`src/rtl/fp_add_arbiter.sv`:
```
// Two-requester arbiter in front of a shared 13-bit {sign, exp[3:0], frac[7:0]} adder.
// Winner's operands are captured, summed in one cycle and returned through valid/ready.
module fp_add_arbiter #(
  parameter bit RR = 1'b1
) (
  input  logic        clk,
  input  logic        rst,
  input  logic        req0,
  input  logic        req1,
  input  logic [12:0] a0,
  input  logic [12:0] b0,
  input  logic [12:0] a1,
  input  logic [12:0] b1,
  output logic        gnt0,
  output logic        gnt1,
  output logic        busy,
  output logic        out_valid,
  input  logic        out_ready,
  output logic        out_id,
  output logic [12:0] out_result,
  output logic        out_ovf
);

  localparam int unsigned EW = 4;
  localparam int unsigned FW = 8;
  localparam int unsigned W  = 1 + EW + FW;

  typedef enum logic [1:0] {IDLE, EXEC, DONE} state_t;

  state_t         state;
  logic           ptr;
  logic           id;
  logic [W-1:0]   op_a;
  logic [W-1:0]   op_b;
  logic           win;

  logic           a_big;
  logic           sign_big;
  logic           sign_sml;
  logic [EW-1:0]  exp_big;
  logic [EW-1:0]  exp_sml;
  logic [EW-1:0]  shamt;
  logic [FW-1:0]  frac_big;
  logic [FW-1:0]  frac_sml;
  logic [FW-1:0]  frac_aln;
  logic [FW:0]    sum;
  logic [2:0]     lz;
  logic           carry;
  logic [EW-1:0]  res_exp;
  logic [FW-1:0]  res_frac;
  logic           res_ovf;

  // Tie-break: pointer in round-robin mode, requester 0 otherwise
  always_comb begin
    win = 1'b0;
    if (req0 && req1) win = RR ? ptr : 1'b0;
    else              win = req1;
  end

  // Sort / align / add-sub / normalize on the captured operands
  always_comb begin
    a_big    = op_a[W-2:0] > op_b[W-2:0];
    sign_big = a_big ? op_a[W-1] : op_b[W-1];
    sign_sml = a_big ? op_b[W-1] : op_a[W-1];
    exp_big  = a_big ? op_a[W-2:FW] : op_b[W-2:FW];
    exp_sml  = a_big ? op_b[W-2:FW] : op_a[W-2:FW];
    frac_big = a_big ? op_a[FW-1:0] : op_b[FW-1:0];
    frac_sml = a_big ? op_b[FW-1:0] : op_a[FW-1:0];
    shamt    = exp_big - exp_sml;
    frac_aln = frac_sml >> shamt;
    if (sign_big == sign_sml) sum = {1'b0, frac_big} + {1'b0, frac_aln};
    else                      sum = {1'b0, frac_big} - {1'b0, frac_aln};
    carry = sum[FW];
    lz = 3'd7;
    for (int i = 1; i <= 7; i++) begin
      if (sum[i]) lz = 3'(7 - i);
    end
    res_exp  = '0;
    res_frac = '0;
    if (carry) begin
      res_exp  = exp_big + EW'(1);
      res_frac = sum[FW:1];
    end else if (EW'(lz) > exp_big) begin
      res_exp  = '0;
      res_frac = '0;
    end else begin
      res_exp  = exp_big - EW'(lz);
      res_frac = sum[FW-1:0] << lz;
    end
    res_ovf = carry && (exp_big == 4'd15);
  end

  always_ff @(posedge clk or posedge rst) begin
    if (rst) begin
      state      <= IDLE;
      ptr        <= 1'b0;
      id         <= 1'b0;
      op_a       <= '0;
      op_b       <= '0;
      gnt0       <= 1'b0;
      gnt1       <= 1'b0;
      busy       <= 1'b0;
      out_valid  <= 1'b0;
      out_id     <= 1'b0;
      out_result <= '0;
      out_ovf    <= 1'b0;
    end else begin
      gnt0 <= 1'b0;
      gnt1 <= 1'b0;
      case (state)
        IDLE: begin
          if (req0 || req1) begin
            op_a  <= win ? a1 : a0;
            op_b  <= win ? b1 : b0;
            id    <= win;
            gnt0  <= !win;
            gnt1  <= win;
            ptr   <= !win;
            busy  <= 1'b1;
            state <= EXEC;
          end
        end
        EXEC: begin
          out_result <= {sign_big, res_exp, res_frac};
          out_ovf    <= res_ovf;
          out_id     <= id;
          out_valid  <= 1'b1;
          state      <= DONE;
        end
        DONE: begin
          if (out_ready) begin
            out_valid <= 1'b0;
            busy      <= 1'b0;
            state     <= IDLE;
          end
        end
        default: state <= IDLE;
      endcase
    end
  end

endmodule
```
`config.mk`:
```
export PLATFORM = sky130hd
export DESIGN_NAME = fp_add_arbiter
export DESIGN_NICKNAME = d
export VERILOG_FILES = /design/src/rtl/fp_add_arbiter.sv
export SDC_FILE = /design/constraint.sdc
export NUM_CORES = 1
export LEC_CHECK = 0
export BUFFER_PORTS_ARGS = -buffer_cell sky130_fd_sc_hd__buf_2
export CAP_MARGIN = 20
export CORE_UTILIZATION = 45
export DETAILED_ROUTE_END_ITERATION = 6
export PLACE_DENSITY = 0.66
export SYNTH_ARGS = -nofsm -noshare
export SYNTH_HDL_FRONTEND = slang
export SYNTH_SLANG_ARGS = --single-unit
```
`constraint.sdc`:
```
create_clock -name clk -period 9.9 [get_ports clk]
set_input_delay 1.98 -clock clk [delete_from_list [all_inputs] [get_ports clk]]
set_output_delay 1.98 -clock clk [all_outputs]
set_load 0.05 [all_outputs]
```
==> out/qor.csv, run 1 <==
metric;value;unit
largest stage delay on the critical path;0.55;ns
Slew Limit Fails;0;
number of cell rows;35;
status;finished clean;
Final Setup Violations;0;
WL/cell;16.9;um
setup tns final;0;ns
Via density;6.01;
dpl ws;0.795;ns
Initial Utilization;0.472;
CP bufs+invs;3;
Post-synth EDFFs;0;
I/O Buffers;75;
Synth async-reset ratio;1.00;
area grow syn2layout;14.6;%
net count of the mapped netlist;632;
top cell type's share of synthesized area;0.277;
warnings from Yosys;0;
DR vias;4445;
Max Cap Viol;0;
clock-pin slew on the worst setup and hold paths;0.10;ns
RSZ-0062 raised after global routing;false;
Die W;101;um
drt first pass iters;7;
main combinational cell family by area after synthesis;compound AO/OA/AOI/OAI gates;
Routed WL;12500;um
critical path class;reg2reg;
CTS Root Cell;clkbuf_8;
most frequent cells in the layout;buf_2 (75), nand2_1 (71), dfrtp_1 (49), o21ai_0 (45), nor2_1 (36);
syn_area_per_cell;8.06;um2
top_reg_cell synth;dfrtp_1;
Critical Path Start Type;flop;
ANT nets after route;0;
CP arrival;9.32;ns
top cells by area, synth;dfrtp_1 (28%), ha_1 (6.8%), mux2i_1 (6.1%), nand2_1 (6.0%), o21ai_0 (5.3%);
first-pass GRT wire length;21600;um
Detailed Route Iter0 Violations;229;
crit end category;flop;
TritonCTS clock tree;built;
die area;10200;um2
number of global-route vias before repair;4408;
I/O pins;76;
Cell variety after synth;66;
H-tree level count;2;
Post-layout nets;692;
GR Overflow Total;0;
Synth Register Bits;49;
max frequency;109;MHz
Synth Cell Area;4420;um2
Post-Synth Adder-Cell Area;0.0769;
initial antenna violation count;0;
largest net degree at the start of global routing;50;
Yosys top cell by area;dfrtp_1;
layout cells sized above 1;0.179;
Synth Area in Simple Gates;0.207;
Worst EP required;10.08;ns
Compound-Gate Fraction of Synth Area;0.272;
clock skew after layout;0.0126;ns
Final Hold Fails;0;
M3 GR Usage;0.0366;
fin crit share;0.923;
Hold Crit Class;reg2reg;
mux cell area share after synthesis;0.0789;
clk sinks;49;
# DRC;0;
core area;9370;um2
slowest CP cell;nor3_2;
GR met1 Demand/Resource;0.378;
HPWL after DPL;9660;um
total track usage;0.266;
fin crit period;9.14;ns
Placed Cells;728;
diode count;0;
worst-path maximum fanout;17;
busiest grt layer;met2;
Max Root-Sink Buffers;2;
most common cell after layout, fill and taps aside;buf_2;
Worst slew margin;0.481;
number of CTS-inserted buffers;5;
Setup WS post-layout;0.763;ns
Worst path top cell family by delay;compound AO/OA/AOI/OAI gates;
Die Height;101;um
post-synthesis xor/xnor area fraction;0.0337;
Syn Inst Count;549;
Worst-Margin Slew;0.779;ns
GP Congestion;0.937;
GR Util met2;0.414;
Seq/Total Area, Yosys;0.277;
Clk Latency, worst-skew pair;0.31;ns
fin cells;739;
==> area by class of cell <==
class,instances,area (um2)
Multi-Input combinational cell,439,2980
Clock inverter,3,68.8
Sequential cell,49,1230
Tap cell,129,161
Clock buffer,5,68.8
Inverter,33,124
Fill cell,925,4300
Timing Repair Buffer,81,444
==> path summary, 6_finish.rpt <==
path                          from              to  slack, ns  depth (start not counted)
min                         out_id          out_id       0.49                          2
max reg2reg                op_b[7]  out_result[11]       0.76                         33
min reg2reg                 out_id          out_id       0.49                          2
max in group asynchronous      rst         op_b[6]       7.74                          3
max                        op_b[7]  out_result[11]       0.76                         33
min in group asynchronous      rst  out_result[11]       1.64                          2
==> sequential cells by signal, indices dropped and copies added (netlist names) <==
| register | count |
|---|---|
| op_a | 13 |
| op_b | 13 |
| out_result | 13 |
| state | 2 |
| busy | 1 |
| gnt0 | 1 |
| gnt1 | 1 |
| id | 1 |
| out_id | 1 |
| out_ovf | 1 |
| out_valid | 1 |
| ptr | 1 |
==> metrics by stage <==
| step | instance area [um2] | hold WS [ns] | utilization |
|---|---|---|---|
| final | 5070 | 0.493 | 0.541 |
| after global routing | 5070 | 0.530 | 0.541 |
| after CTS | 5010 | 0.496 | 0.535 |
| after detailed placement | 4870 | 0.462 | 0.520 |
| after global placement | 4870 | 0.462 | 0.520 |
| after floorplan | 4420 | 0.439 | - |
==> routing by layer <==
layer	routed length, um	vias to the layer above
li1	-	2163
met1	5880	2091
met2	5530	165
met3	745	26
met4	327	0
met5	0	-
==> what timing repair did <==
item	in CTS	in global routing
buffers inserted	0	0
setup endpoints to repair	0	3
hold buffers	0	0
gates resized for setup	0	2
==> worst reg2reg max path, delay by kind of cell (launching register included) <==
family | cells | cell delay, ns
buffers and inverters | 3 | 0.46
adder cells (fa/ha/maj) | 5 | 1.89
AND/OR/NAND/NOR | 6 | 1.51
AO/OA/AOI/OAI | 17 | 4.31
flip-flops | 1 | 0.44
XOR/XNOR | 2 | 0.42
==> synth_stat cells, types with 3 or more instances <==
cell type	count
mux2i_1	27
o211a_1	3
a31oi_1	10
nand2b_1	10
nand2_1	71
nand3b_1	3
a21o_1	7
nor2b_1	4
a211o_1	7
o31ai_1	5
o211ai_1	6
o21a_1	5
o21ai_0	47
a32oi_1	6
mux4_2	3
inv_1	33
nor2_1	37
buf_2	3
nand3_1	17
xor2_1	9
nor4_1	3
nor3_1	14
nand4_1	8
a211oi_1	8
or2_2	3
or3_1	3
ha_1	24
xnor2_1	8
and2_1	8
a21oi_1	32
dfrtp_1	49
a222oi_1	8
clkbuf_1	23
==> cell families (layout without fill, tap and decap cells) <==
kind of cell               after synthesis  after routing
AOI/OAI and AO/OA                      174            174
xor gates and xnor gates                17             17
adders and majority gates               26             26
buffers and inverters                   61            122
DFF                                     49             49
muxes                                   31             31
and+or+nand+nor                        191            191
Power of run 1 is left out: the tool's default activity adds up to more than one toggle a clock period on the data nets, which glitch-free logic cannot reach.
==> run 2, diff against run 1 <==
--- a/config.mk
+++ b/config.mk
@@ -7,9 +7,11 @@
 export LEC_CHECK = 0
 export BUFFER_PORTS_ARGS = -buffer_cell sky130_fd_sc_hd__buf_2
 export CAP_MARGIN = 20
-export CORE_UTILIZATION = 45
+export CELL_PAD_IN_SITES_DETAIL_PLACEMENT = 1
+export CELL_PAD_IN_SITES_GLOBAL_PLACEMENT = 1
+export CORE_UTILIZATION = 42
 export DETAILED_ROUTE_END_ITERATION = 6
-export PLACE_DENSITY = 0.66
+export PLACE_DENSITY_LB_ADDON = 0.1
 export SYNTH_ARGS = -nofsm -noshare
 export SYNTH_HDL_FRONTEND = slang
 export SYNTH_SLANG_ARGS = --single-unit
==> constraint.sdc (replaced) <==
create_clock -name clk -period 10.2 [get_ports clk]
set_input_delay 2.04 -clock clk [delete_from_list [all_inputs] [get_ports clk]]
set_output_delay 2.04 -clock clk [all_outputs]
set_load 0.05 [all_outputs]
==> run 2 against run 1 <==
Compared with the run above: register-to-register slack improved by 0.10 ns; count of clock-buffer cells in the layout up 1; sequential cell count unchanged; global-route usage is 0.26 points higher; wire length rose by 13%; first-iteration DRC count down 13%; critical endpoint unchanged.
==> out/qor.csv, run 2 (synthesis gave the netlist of run 1 again) <==
metric;value;unit
Worst EP required;10.38;ns
most common cell after layout, fill and taps aside;buf_2;
Area after DPL;4890;um2
number of cell rows;37;
Worst path top cell family by delay;compound AO/OA/AOI/OAI gates;
CTS Hold Bufs;0;
H-tree level count;2;
number of global-route vias before repair;4585;
most frequent cells in the layout;buf_2 (75), nand2_1 (71), dfrtp_1 (49), o21ai_0 (45), nor2_1 (36);
Clk Latency, worst-skew pair;0.31;ns
Worst slew margin;0.409;
critical path class;reg2reg;
max frequency;107;MHz
Initial Utilization;0.430;
sequential cell area;1230;um2
Final Setup Violations;0;
largest net degree at the start of global routing;50;
GP Congestion;0.882;
initial antenna violation count;0;
I/O Buffers;75;
CTS Root Cell;clkbuf_8;
Max Cap Viol;0;
WL/cell;18.9;um
HPWL after DPL;11000;um
area grow syn2layout;14.1;%
Hold Crit Class;reg2reg;
core area;10300;um2
die area;10900;um2
first-pass GRT wire length;23500;um
Die W;105;um
multi-input logic area;2970;um2
drt first pass iters;6;
ANT nets after route;0;
Final Hold Fails;0;
total track usage;0.268;
crit end category;flop;
largest registers;op_a (13), op_b (13), out_result (13);
Max Root-Sink Buffers;2;
Slew Limit Fails;0;
Post-layout nets;692;
fin crit share;0.915;
clock skew after layout;0.0107;ns
Detailed Route Iter0 Violations;199;
fin crit period;9.33;ns
clock-pin slew on the worst setup and hold paths;0.10;ns
Via density;5.96;
Die Height;105;um
Routed WL;14100;um
largest stage delay on the critical path;0.65;ns
post-route cell area;5050;um2
RSZ-0062 raised after global routing;false;
fillers;1293;
CP bufs+invs;1;
I/O pins;76;
slowest CP cell;ha_1;
CP arrival;9.52;ns
setup bufs post-CTS;0;
# DRC;0;
clk sinks;49;
status;finished clean;
GR Overflow Total;0;
number of CTS-inserted buffers;5;
DR vias;4448;
Critical Path Start Type;flop;
setup tns final;0;ns
layout cells sized above 1;0.179;
diode count;0;
worst-path maximum fanout;17;
TritonCTS clock tree;built;
Worst-Margin Slew;0.872;ns
-- run 2: path summary, 6_finish.rpt --
path,startpoint,to,slack [ns],depth (start not counted)
worst max-delay path,op_a[8],out_result[11],0.87,30
worst min-delay path,id,out_id,0.49,2
worst max register to register,op_a[8],out_result[11],0.87,30
worst min register to register,id,out_id,0.49,2
max in group asynchronous,rst,op_b[0],8.01,3
min in group asynchronous,rst,state[1],1.67,2
-- run 2: layout make-up --
| class | count | share of cell area |
|---|---|---|
| sequential | 49 | 0.243 |
| clock inverter | 2 | 0.00743 |
| inverter | 33 | 0.0245 |
| tap | 136 | 0.0337 |
| multi-input combinational | 439 | 0.588 |
| clock buffer | 6 | 0.0164 |
| timing repair buffer | 81 | 0.0872 |
-- run 2: what timing repair did --
action                                 in CTS  in global routing
setup endpoints to repair                   0                  1
resized for setup                           0                  1
endpoints found under the hold margin       0                  0
-- run 2: per-layer routing --
| metal | part of all wire | routed length [um] | global-route usage |
|---|---|---|---|
| met4 | 0.026 | 370 | 0.0915 |
| met5 | 0 | 0 | 0 |
| met2 | 0.43 | 6080 | 0.404 |
| met3 | 0.046 | 654 | 0.0349 |
| met1 | 0.50 | 6970 | 0.393 |
-- run 2: metrics by stage --
| step | util | hold WS, ns | std cells | setup slack, ns |
|---|---|---|---|---|
| finish | 0.491 | 0.487 | 746 | 0.865 |
| global placement | 0.476 | 0.457 | 736 | 1.19 |
| CTS | 0.488 | 0.501 | 744 | 0.812 |
| detailed placement | 0.476 | 0.474 | 736 | 0.880 |
| floorplan | - | 0.439 | 549 | 2.34 |
| global route | 0.491 | 0.510 | 746 | 0.0653 |
-- run 2: worst reg2reg max path: cells and delay by family (launching register included) --
kind,cells,cell delay (ns)
compound gates,15,3.76
fa+ha+maj,5,2.51
buf+inv,1,0.09
flops,1,0.44
simple gates,9,2.41
Power of run 2 is left out for the same reason.
